### src/rtl/imem_arbiter_pkg.sv
`default_nettype none
// ============================================================================
// Module  : imem_arbiter_pkg
// Purpose : Shared constants for the instruction-memory arbiter: default
//           legal address window, FSM state encodings, owner encodings and
//           the address legality helper.
// Rev     : 1.0  initial release
// ============================================================================
package imem_arbiter_pkg;

   // Default legal window of the instruction memory (byte addresses)
   localparam logic [31:0] IMEM_BASE = 32'h0100_0000;
   localparam logic [31:0] IMEM_LAST = 32'h0100_09FC;

   // Arbiter FSM states
   localparam logic [0:0] ST_IDLE = 1'b0;
   localparam logic [0:0] ST_RESP = 1'b1;

   // Response owner encoding
   localparam logic OWN_F = 1'b0;
   localparam logic OWN_D = 1'b1;

   // Word aligned and inside [base, last], unsigned compare
   function automatic logic addr_legal(input logic [31:0] addr,
                                       input logic [31:0] base,
                                       input logic [31:0] last);
      return (addr[1:0] == 2'b00) && (addr >= base) && (addr <= last);
   endfunction

endpackage
`default_nettype wire

### src/rtl/imem_arbiter_rr_arb2.sv
`default_nettype none
// ============================================================================
// Module  : rr_arb2
// Purpose : Two-way arbiter producing a one-hot grant. With RR_EN set the
//           priority pointer moves to the other port after every grant;
//           otherwise port 0 always wins.
// Rev     : 1.0  initial release
// ============================================================================
module rr_arb2 #(
   parameter bit RR_EN = 1'b1
) (
   input  logic       clk,
   input  logic       rst,
   input  logic [1:0] req,
   input  logic       advance,
   output logic [1:0] grant
);

   // ptr = 1 means port 1 has priority when both request
   logic ptr;
   logic prio;

   assign prio = (RR_EN) ? ptr : 1'b0;

   // One-hot grant selection from the current requests and priority
   always_comb begin
      grant = 2'b00;
      case (req)
         2'b01:   grant = 2'b01;
         2'b10:   grant = 2'b10;
         2'b11:   grant = prio ? 2'b10 : 2'b01;
         default: grant = 2'b00;
      endcase
   end

   // Pointer moves to the port that did not win
   always_ff @(posedge clk) begin
      if (rst) begin
         ptr <= 1'b0;
      end else if (advance && (grant != 2'b00)) begin
         ptr <= grant[0];
      end
   end

endmodule
`default_nettype wire

### src/rtl/imem_arbiter.sv
`default_nettype none
// ============================================================================
// Module  : imem_arbiter
// Purpose : Shares a single-port synchronous-read instruction memory between
//           the fetch port (F) and the debug/loader port (D). One read in
//           flight, one word per cycle, illegal addresses answered with an
//           error response and no memory access.
// Rev     : 1.0  initial release
// ============================================================================
module imem_arbiter
   import imem_arbiter_pkg::*;
#(
   parameter logic [31:0] ADDR_BASE = IMEM_BASE,
   parameter logic [31:0] ADDR_LAST = IMEM_LAST,
   parameter bit          RR_EN     = 1'b1
) (
   input  logic        clk,
   input  logic        rst,
   // fetch port
   input  logic        f_req_valid,
   input  logic [31:0] f_req_addr,
   output logic        f_req_ready,
   output logic        f_resp_valid,
   input  logic        f_resp_ready,
   output logic [31:0] f_resp_data,
   output logic        f_resp_err,
   // debug port
   input  logic        d_req_valid,
   input  logic [31:0] d_req_addr,
   output logic        d_req_ready,
   output logic        d_resp_valid,
   input  logic        d_resp_ready,
   output logic [31:0] d_resp_data,
   output logic        d_resp_err,
   // memory
   output logic        mem_rd,
   output logic [31:0] mem_addr,
   input  logic [31:0] mem_instr
);

   logic [0:0]  state;
   logic        owner;
   logic        err_flag;

   logic        resp_accept;
   logic        can_grant;
   logic [1:0]  arb_req;
   logic [1:0]  grant;
   logic        granted;
   logic [31:0] win_addr;
   logic        win_legal;

   // A slot opens when idle, or when the pending response leaves this cycle
   assign resp_accept = (state == ST_RESP) &&
                        ((owner == OWN_D) ? d_resp_ready : f_resp_ready);
   assign can_grant   = !rst && ((state == ST_IDLE) || resp_accept);
   assign arb_req     = {d_req_valid, f_req_valid} & {2{can_grant}};
   assign granted     = (grant != 2'b00);

   rr_arb2 #(
      .RR_EN (RR_EN)
   ) u_arb (
      .clk     (clk),
      .rst     (rst),
      .req     (arb_req),
      .advance (can_grant),
      .grant   (grant)
   );

   assign win_addr  = grant[1] ? d_req_addr : f_req_addr;
   assign win_legal = addr_legal(win_addr, ADDR_BASE, ADDR_LAST);

   assign f_req_ready = grant[0];
   assign d_req_ready = grant[1];
   assign mem_rd      = granted && win_legal;
   assign mem_addr    = granted ? win_addr : 32'h0;

   // Response outputs come straight from registered state and the memory
   // output register, which holds because no read is issued while waiting
   assign f_resp_valid = (state == ST_RESP) && (owner == OWN_F);
   assign d_resp_valid = (state == ST_RESP) && (owner == OWN_D);
   assign f_resp_err   = f_resp_valid && err_flag;
   assign d_resp_err   = d_resp_valid && err_flag;
   assign f_resp_data  = (f_resp_valid && !err_flag) ? mem_instr : 32'h0;
   assign d_resp_data  = (d_resp_valid && !err_flag) ? mem_instr : 32'h0;

   // FSM: new grant loads owner/error; accepted response without grant idles
   always_ff @(posedge clk) begin
      if (rst) begin
         state    <= ST_IDLE;
         owner    <= OWN_F;
         err_flag <= 1'b0;
      end else if (granted) begin
         state    <= ST_RESP;
         owner    <= grant[1] ? OWN_D : OWN_F;
         err_flag <= !win_legal;
      end else if (resp_accept) begin
         state    <= ST_IDLE;
         err_flag <= 1'b0;
      end
   end

endmodule
`default_nettype wire

### config.mk
export PLATFORM = sky130hd
export DESIGN_NAME = imem_arbiter
export DESIGN_NICKNAME = d
export VERILOG_FILES = /design/src/rtl/imem_arbiter_pkg.sv /design/src/rtl/imem_arbiter_rr_arb2.sv /design/src/rtl/imem_arbiter.sv
export SDC_FILE = /design/constraint.sdc
export NUM_CORES = 1
export LEC_CHECK = 0
export BUFFER_PORTS_ARGS = -buffer_cell sky130_fd_sc_hd__clkbuf_2
export CAP_MARGIN = 20
export CORE_AREA = 2 2 79 81
export DETAILED_ROUTE_END_ITERATION = 6
export DIE_AREA = 0 0 81 83
export PLACE_DENSITY = 0.74
export SETUP_SLACK_MARGIN = 0.3
export SLEW_MARGIN = 20
export SYNTH_ARGS = -nofsm -noshare
export SYNTH_HDL_FRONTEND = slang
export SYNTH_SLANG_ARGS = --single-unit
### constraint.sdc
create_clock -name clk -period 4.4 [get_ports clk]
set_clock_uncertainty 0.2 [all_clocks]
set_input_delay 1.32 -clock clk [delete_from_list [all_inputs] [get_ports clk]]
set_output_delay 1.32 -clock clk [all_outputs]
set_load 0.01 [all_outputs]
==> results of run 1 <==
[stage by stage]
step	hold slack [ns]	instances	cell area, um2
2_1_floorplan	0.2609	228	1409
3_3_place_gp	0.2849	499	2499
3_5_place_dp	0.3049	499	2499
4_1_cts	0.3069	507	2674
5_1_grt	0.3446	512	2804
6_report	0.3173	512	2804
[cell type report]
cell class | count | area share
Tap cell | 75 | 0.03347
Timing Repair Buffer | 222 | 0.4681
Inverter | 3 | 0.004909
Multi-Input combinational cell | 205 | 0.4502
Sequential cell | 4 | 0.02856
Clock buffer | 3 | 0.01473
[routing by layer]
layer  share of wire  up-vias
met3           0.087        4
met5               0        -
met4          0.0065        0
met1            0.34     1031
li1                -     1176
met2            0.56      133
[sequential cells by signal, summed over array words and instances, names as in the netlist]
signal      cells
err_flag        1
state           1
owner           1
u_arb.prio      1
[report_power, final]
part	internal, W	switching (W)
logic	0.000132	0.000138
clock network	0.0000585	0.0000209
registers	0.0000402	0.00000480
[logic make-up after synthesis]
logic type,Yosys count,synth area share
buffers and inverters,19,0.07459
AOI/OAI and AO/OA,43,0.2593
muxes,1,0.01065
DFF,4,0.05684
and+or+nand+nor,161,0.5986
[Yosys cell counts, drive strengths merged]
master / number / area share
or2b: 1 / 0.0062
o211a: 1 / 0.0071
o2111ai: 1 / 0.019
buf: 10 / 0.049
and2: 66 / 0.29
nor2: 6 / 0.018
inv: 3 / 0.0098
nor4: 7 / 0.031
a32oi: 1 / 0.0062
or2: 1 / 0.0044
nand2: 65 / 0.17
a21oi: 34 / 0.20
mux2: 1 / 0.011
nor2b: 1 / 0.0044
or3: 1 / 0.0044
a21boi: 1 / 0.0053
a31o: 1 / 0.0062
a31oi: 1 / 0.0044
nand4: 2 / 0.0089
and3: 2 / 0.0098
o21ai: 3 / 0.011
nand3: 1 / 0.0035
nor3: 7 / 0.036
clkbuf: 6 / 0.016
dfxtp: 4 / 0.057
or4: 1 / 0.0053
[critical path: stages]
cell and delay, ns:
clkbuf_2 0.09, mux2_4 0.17, buf_4 0.11, nor2_2 0.04, or3_4 0.46, buf_12 0.18, a21oi_2 0.12, buf_2 0.15
[how the worst min path moves through the flow]
stage	endpoint	depth (start not counted)	from	slack, ns
after detailed placement	u_arb.prio	1	u_arb.prio	0.30
final	u_arb.prio	1	u_arb.prio	0.32
after floorplan	u_arb.prio	1	u_arb.prio	0.26
after CTS	u_arb.prio	1	u_arb.prio	0.31
after global placement	u_arb.prio	1	u_arb.prio	0.28
after global routing	u_arb.prio	1	u_arb.prio	0.34
[repair_timing]
action,CTS,global route
setup endpoints to repair,33,32
buffers inserted,4,2
cloned,1,3
pin swaps,6,7
resized for setup,14,40
==> reports/results.ini, run 1 <==
[worst_setup_path]
path_class = in2out
reg2regPathDepth = 9
crit_path_start = d_resp_ready
worstSetupEndpoint = mem_addr[16]
crit_fanout = 7
arrival_ns = 2.64
r2r_start = owner
startpoint_type = input port
worst_setup_path_end_kind = output pin
cp.required_ns = 2.88
r2r-end = err_flag
r2r_setup_slack_ns = 2.15

[final_layout]
nets = 541
fill_cells = 582
ff_latch_area_um2 = 80.08
antennaDiodeCount = 0
fin_util = 0.4821
mostFrequentLayoutCells = clkbuf_2, and2_1, nand2_1, a21oi_2, buf_2
area_growth_pct = 99.02
final_common_cell = clkbuf_2
multi_input_area_mm2 = 0.001262
drive_gt1_frac = 0.6316

[place]
hpwlAfterDp_mm = 5.944
port-buffer-count = 204
pre_cts_ws_ns = 0.1558
routabilityCongestion = 0.7894

[routing]
drt_iter0_drc = 69
postRouteAntennaNets = 0
drt-total-wl_mm = 6.975
avgViaCountPerCell = 4.578
dr.pass1.iters = 6
vias = 2344
wl_per_cell_um = 13.62
drc = 1

[yosys]
synth_seq_area_share = 0.05684
synthCells = 228
netlist-cell-type-count = 35
synth_seq_cells = 4
yosysWarnings = 0
syn_nets = 330
avgSynthCellArea_um2 = 6.179
synth.cell_area_mm2 = 0.001409

[power_and_ir_drop]
finalPower_w = 0.0003938
p_leak_nw = 1.601
vdd_drop_max_mv = 0.07136
p_per_area_mw_per_mm2 = 140.4

[timing]
period_needed_ns = 4.160
hold_viol_final = 0
fin_tns_setup_ns = 0
timing.slew.headroom = 0.7101
worstMarginPinSlew_ns = 0.4309
setup_viol = 0
finalCritPeriodShare = 0.9454
finalMaxSlewViolations = 0
rsz0062_at_grt = true
max_freq_mhz = 240.4
worst_slack_ns = 0.2402

[die]
boundaryPins = 205
start_util = 0.2423
die_area_mm2 = 0.006723
row_count = 28
fp.dieH_um = 83
die_w_um = 81
core_mm2 = 0.005816

[global_route]
met2_usage = 0.3929
antenna_found_initial = 0
met3_usage = 0.03152
grt_max_degree = 33
grt_pass1_vias = 2132
grt-busiest-layer = met2
overflow = 0
grt_use_total = 0.1865
grt_use_met1 = 0.1802
grt_first_pass_wirelength_mm = 9.956

[cts]
clk_pin_slew_ns = 0.03
cts_max_path_buffers = 2
clkLatencyLatePin_ns = 0.22
cts_tree = yes
cts_sinks = 4
cts.htree.levels = 1
root_buffer = clkbuf_8
numCtsBuffers = 3
ctsHoldBuffers = 0

[hold_path]
hold_path_class = reg2reg

[run]
drv_cap = 0

[run_status]
violations = DRC
status = finished, violations left

No activity file was read; power rests on OpenSTA's default activity.
==> run 2: changes to the inputs <==
--- a/config.mk
+++ b/config.mk
@@ -7,10 +7,12 @@
 export LEC_CHECK = 0
 export BUFFER_PORTS_ARGS = -buffer_cell sky130_fd_sc_hd__clkbuf_2
 export CAP_MARGIN = 20
-export CORE_AREA = 2 2 79 81
+export CORE_AREA = 4 4 77 79
 export DETAILED_ROUTE_END_ITERATION = 6
 export DIE_AREA = 0 0 81 83
-export PLACE_DENSITY = 0.74
+export GPL_ROUTABILITY_DRIVEN = 0
+export PLACE_DENSITY = 0.81
+export REMOVE_ABC_BUFFERS = 1
 export SETUP_SLACK_MARGIN = 0.3
 export SLEW_MARGIN = 20
 export SYNTH_ARGS = -nofsm -noshare
==> run 2 against run 1 <==
The run now ends clean; design area shrank 3.7%; combinational power shrank 7%; fmax grew 1.3%; critical path type unchanged; non-clock buffer count shrank 7; register-to-register slack gained 0.11 ns.
==> reports/results.ini, run 2 (synthesized netlist as in run 1, its figures left out) <==
[place]
placed_cell_area_mm2 = 0.002496
dp.cells = 493
port-buffer-count = 204
hpwlAfterDp_mm = 5.902

[hold_path]
hold_start = u_arb.prio
hold_path_class = reg2reg
holdPathStages = 1
min_to = u_arb.prio

[timing]
finalCritPeriodShare = 0.9336
setup_viol = 0
hold_viol_final = 0
whs_ns = 0.3271
max_freq_mhz = 243.4
worstMarginPinSlew_ns = 0.3328
finalMaxSlewViolations = 0
timing.slew.headroom = 0.7758
period_needed_ns = 4.108
rsz0062_at_grt = true

[global_route]
grt_max_degree = 34
grt_first_pass_wirelength_mm = 10.05
grt_use_total = 0.1848
overflow = 0
grt_pass1_vias = 2199
antenna_found_initial = 0

[worst_setup_path]
startpoint_type = input port
cp.required_ns = 2.88
path_class = in2out
r2r-end = err_flag
r2r_setup_slack_ns = 2.26
crit_fanout = 15
r2r_start = owner
reg2regPathDepth = 8
arrival_ns = 2.59
worst_setup_path_end_kind = output pin

[routing]
drt-total-wl_mm = 7.137
wl_per_cell_um = 14.22
avgViaCountPerCell = 4.665
dr.pass1.iters = 6
drt_iter0_drc = 23
drc = 0
postRouteAntennaNets = 0
vias = 2342

[final_layout]
mostFrequentLayoutCells = clkbuf_2, and2_1, nand2_1, a21oi_2, nand2_2
final_common_cell = clkbuf_2
stdcell_count = 502
drive_gt1_frac = 0.6395
final_cell_area_mm2 = 0.002699
nets = 534
antennaDiodeCount = 0
fill_cells = 534
area_growth_pct = 91.56

[power_and_ir_drop]
p_per_area_mw_per_mm2 = 138.1
vdd_drop_max_mv = 0.06002
p_leak_nw = 1.534
finalPower_w = 0.0003728

[die]
boundaryPins = 205
die_w_um = 81
row_count = 27
die_area_mm2 = 0.006723
start_util = 0.2639
core_mm2 = 0.005338
fp.dieH_um = 83

[cts]
cts_max_path_buffers = 2
root_buffer = clkbuf_8
clkLatencyLatePin_ns = 0.21
cts.htree.levels = 1
numCtsBuffers = 3
clk_pin_slew_ns = 0.03
cts_sinks = 4
cts_tree = yes

[run]
drv_cap = 0

[run_status]
status = complete, no violations

## run 2: worst max path at each step
stage | end | depth (start not counted) | from
finish | mem_addr[26] | 8 | f_resp_ready
global route | mem_addr[23] | 8 | f_resp_ready
CTS | mem_addr[4] | 7 | f_resp_ready
detailed placement | mem_addr[26] | 8 | f_req_valid
global placement | mem_addr[31] | 7 | f_resp_ready
floorplan | mem_addr[31] | 4 | f_resp_ready
## run 2: timing repair
action | in CTS | in global routing
endpoints found under the hold margin | 0 | 0
pin swaps | 0 | 3
cloned | 0 | 2
resized for setup | 1 | 33
endpoints found under the setup margin | 32 | 32
setup buffers | 1 | 3
hold buffers | 0 | 0
## run 2: through the flow
stage / TNS, ns / worst slack (ns) / util
detailed placement: 0 / 0.2639 / 0.4677
CTS: 0 / 0.2836 / 0.4775
finish: 0 / 0.2923 / 0.5056
global placement: 0 / 0.3081 / 0.4677
global route: 0 / 0.2169 / 0.5056
floorplan: -0.01332 / -0.01332 / -
## run 2: power breakdown
part           internal [W]  switching, W  leakage (nW)
clock network     0.0000582     0.0000177        0.0216
registers         0.0000402    0.00000450        0.0335
logic              0.000117      0.000135          1.48
## run 2: layout make-up
cell class,count,area (um2),share of cell area
tap,72,90.09,0.03338
multi-input combinational,205,1276,0.4729
clock buffer,3,41.29,0.01530
inverter,3,16.27,0.006027
timing repair buffer,215,1195,0.4427
sequential,4,80.08,0.02967
## run 2: critical path: stages
cell       delay (ns)
clkbuf_2         0.08
mux2_4           0.30
o2111ai_4        0.21
buf_12           0.16
clkbuf_16        0.17
nand2_1          0.07
a21oi_2          0.13
clkbuf_2         0.14
## run 2: layer usage
layer,global-route usage,part of all wire,vias to the layer above
met5,0,0,-
met4,0.06144,0.020,0
met3,0.04555,0.11,8
met2,0.3600,0.53,130
met1,0.1824,0.33,1043
li1,-,-,1161
==> run 3: changes to the inputs <==
--- a/config.mk
+++ b/config.mk
@@ -8,6 +8,7 @@
 export BUFFER_PORTS_ARGS = -buffer_cell sky130_fd_sc_hd__clkbuf_2
 export CAP_MARGIN = 20
 export CORE_AREA = 4 4 77 79
+export CTS_BUF_LIST = sky130_fd_sc_hd__clkbuf_16
 export DETAILED_ROUTE_END_ITERATION = 6
 export DIE_AREA = 0 0 81 83
 export GPL_ROUTABILITY_DRIVEN = 0
==> run 3 against run 2 <==
Wire length increased by 0.52%; sequential share of layout area about the same; register-to-register slack about the same; combinational power hardly changed; non-clock buffer count unchanged; clock power increased by 84%; largest power group unchanged; flip-flop and latch count unchanged; via count grew 0.90%.
==> reports/results.ini, run 3 (synthesized netlist as in run 1, its figures left out) <==
[final_layout]
final_cell_area_mm2 = 0.002733
antennaDiodeCount = 0
area_growth_pct = 93.96
final_common_cell = clkbuf_2
nets = 534
stdcell_count = 502
drive_gt1_frac = 0.6395
mostFrequentLayoutCells = clkbuf_2, and2_1, nand2_1, a21oi_2, nand2_2

[global_route]
antenna_found_initial = 0
grt_pass1_vias = 2199
grt_first_pass_wirelength_mm = 10.06
grt_max_degree = 34
grt_use_total = 0.1850
overflow = 0

[place]
hpwlAfterDp_mm = 5.902
placed_cell_area_mm2 = 0.002496
port-buffer-count = 204
pre_cts_ws_ns = 0.2639
dp.cells = 493

[cts]
ctsHoldBuffers = 0
clk_pin_slew_ns = 0.03
cts_tree = yes
cts_max_path_buffers = 2
clkLatencyLatePin_ns = 0.22
cts.htree.levels = 1
cts_sinks = 4
numCtsBuffers = 3
root_buffer = clkbuf_16

[die]
start_util = 0.2639
core_mm2 = 0.005338
die_w_um = 81
boundaryPins = 205
die_area_mm2 = 0.006723
row_count = 27
fp.dieH_um = 83

[power_and_ir_drop]
p_per_area_mw_per_mm2 = 160.0
vdd_drop_max_mv = 0.08479
finalPower_w = 0.0004373
p_leak_nw = 1.549

[timing]
period_needed_ns = 4.108
timing.slew.headroom = 0.7761
worst_slack_ns = 0.2923
setup_viol = 0
finalMaxSlewViolations = 0
finalCritPeriodShare = 0.9336
whs_ns = 0.3264
rsz0062_at_grt = true
max_freq_mhz = 243.4
hold_viol_final = 0
worstMarginPinSlew_ns = 0.3323

[routing]
avgViaCountPerCell = 4.707
postRouteAntennaNets = 0
drt-total-wl_mm = 7.174
drt_iter0_drc = 28
drc = 0
dr.pass1.iters = 5
vias = 2363
wl_per_cell_um = 14.29

[run_status]
status = complete, no violations

[worst_setup_path]
cp.required_ns = 2.88
cp_common_cell = clkbuf_2
crit_fanout = 15
worstSetupEndpoint = mem_addr[26]
path_class = in2out
startpoint_type = input port
slowest_delay_ns = 0.30
arrival_ns = 2.59
cpMaxStageDelayCell = mux2_4
r2r_start = owner
r2r-end = err_flag
crit_path_start = f_resp_ready
reg2regPathDepth = 8
r2r_setup_slack_ns = 2.25
crit_chain = clkbuf_2 -> mux2_4 -> o2111ai_4 -> buf_12 -> clkbuf_16 -> nand2_1 -> a21oi_2 -> clkbuf_2
worst_setup_path_end_kind = output pin

[hold_path]
hold_path_class = reg2reg

[run]
drv_cap = 0

run 3: cell counts in the layout (fill, tap and decap cells not counted):
Identical to the previous run, type by type.
run 3: report_power, final:
group | switching [W] | internal [W] | total, W
sequential | 0.00000462 | 0.0000402 | 0.0000448
combinational | 0.000136 | 0.000117 | 0.000252
clock | 0.0000241 | 0.000116 | 0.000140
run 3: how the worst min path moves through the flow:
| stage | startpoint | to | slack (ns) | cells after the start |
|---|---|---|---|---|
| finish | u_arb.prio | u_arb.prio | 0.33 | 1 |
| CTS | u_arb.prio | u_arb.prio | 0.32 | 1 |
| global route | u_arb.prio | u_arb.prio | 0.34 | 1 |
| detailed placement | u_arb.prio | u_arb.prio | 0.31 | 1 |
| floorplan | u_arb.prio | u_arb.prio | 0.26 | 1 |
| global placement | u_arb.prio | u_arb.prio | 0.30 | 1 |
run 3: critical path, delay by kind of cell:
family | cells | cell delay [ns]
compound gates | 2 | 0.34
buf+inv | 4 | 0.55
mux | 1 | 0.30
simple gates | 1 | 0.07
run 3: timing repair:
action / 4_1_cts / 5_1_grt
pin swaps: 0 / 3
setup endpoints to repair: 32 / 32
buffers inserted: 1 / 3
resized for setup: 1 / 33
cloned: 0 / 2
run 3: layout make-up:
class | count | area, um2
fillers | 529 | 2605
multi-input cells | 205 | 1276
repair buffers | 215 | 1195
well taps | 72 | 90.09
flip-flops and latches | 4 | 80.08
clock buffers | 3 | 75.07
inverters | 3 | 16.27
run 3: routing by layer:
| layer | wire [um] | GRT usage | up-vias |
|---|---|---|---|
| met5 | 0 | 0 | - |
| met4 | 144 | 0.06144 | 0 |
| met3 | 811 | 0.04555 | 10 |
| met2 | 3800 | 0.3600 | 140 |
| met1 | 2418 | 0.1831 | 1051 |
| li1 | - | - | 1162 |
run 3: through the flow:
step	setup TNS, ns	utilization
3_5_place_dp	0	0.4677
6_report	0	0.5120
4_1_cts	0	0.4838
5_1_grt	0	0.5120
2_1_floorplan	-0.01332	-
3_3_place_gp	0	0.4677
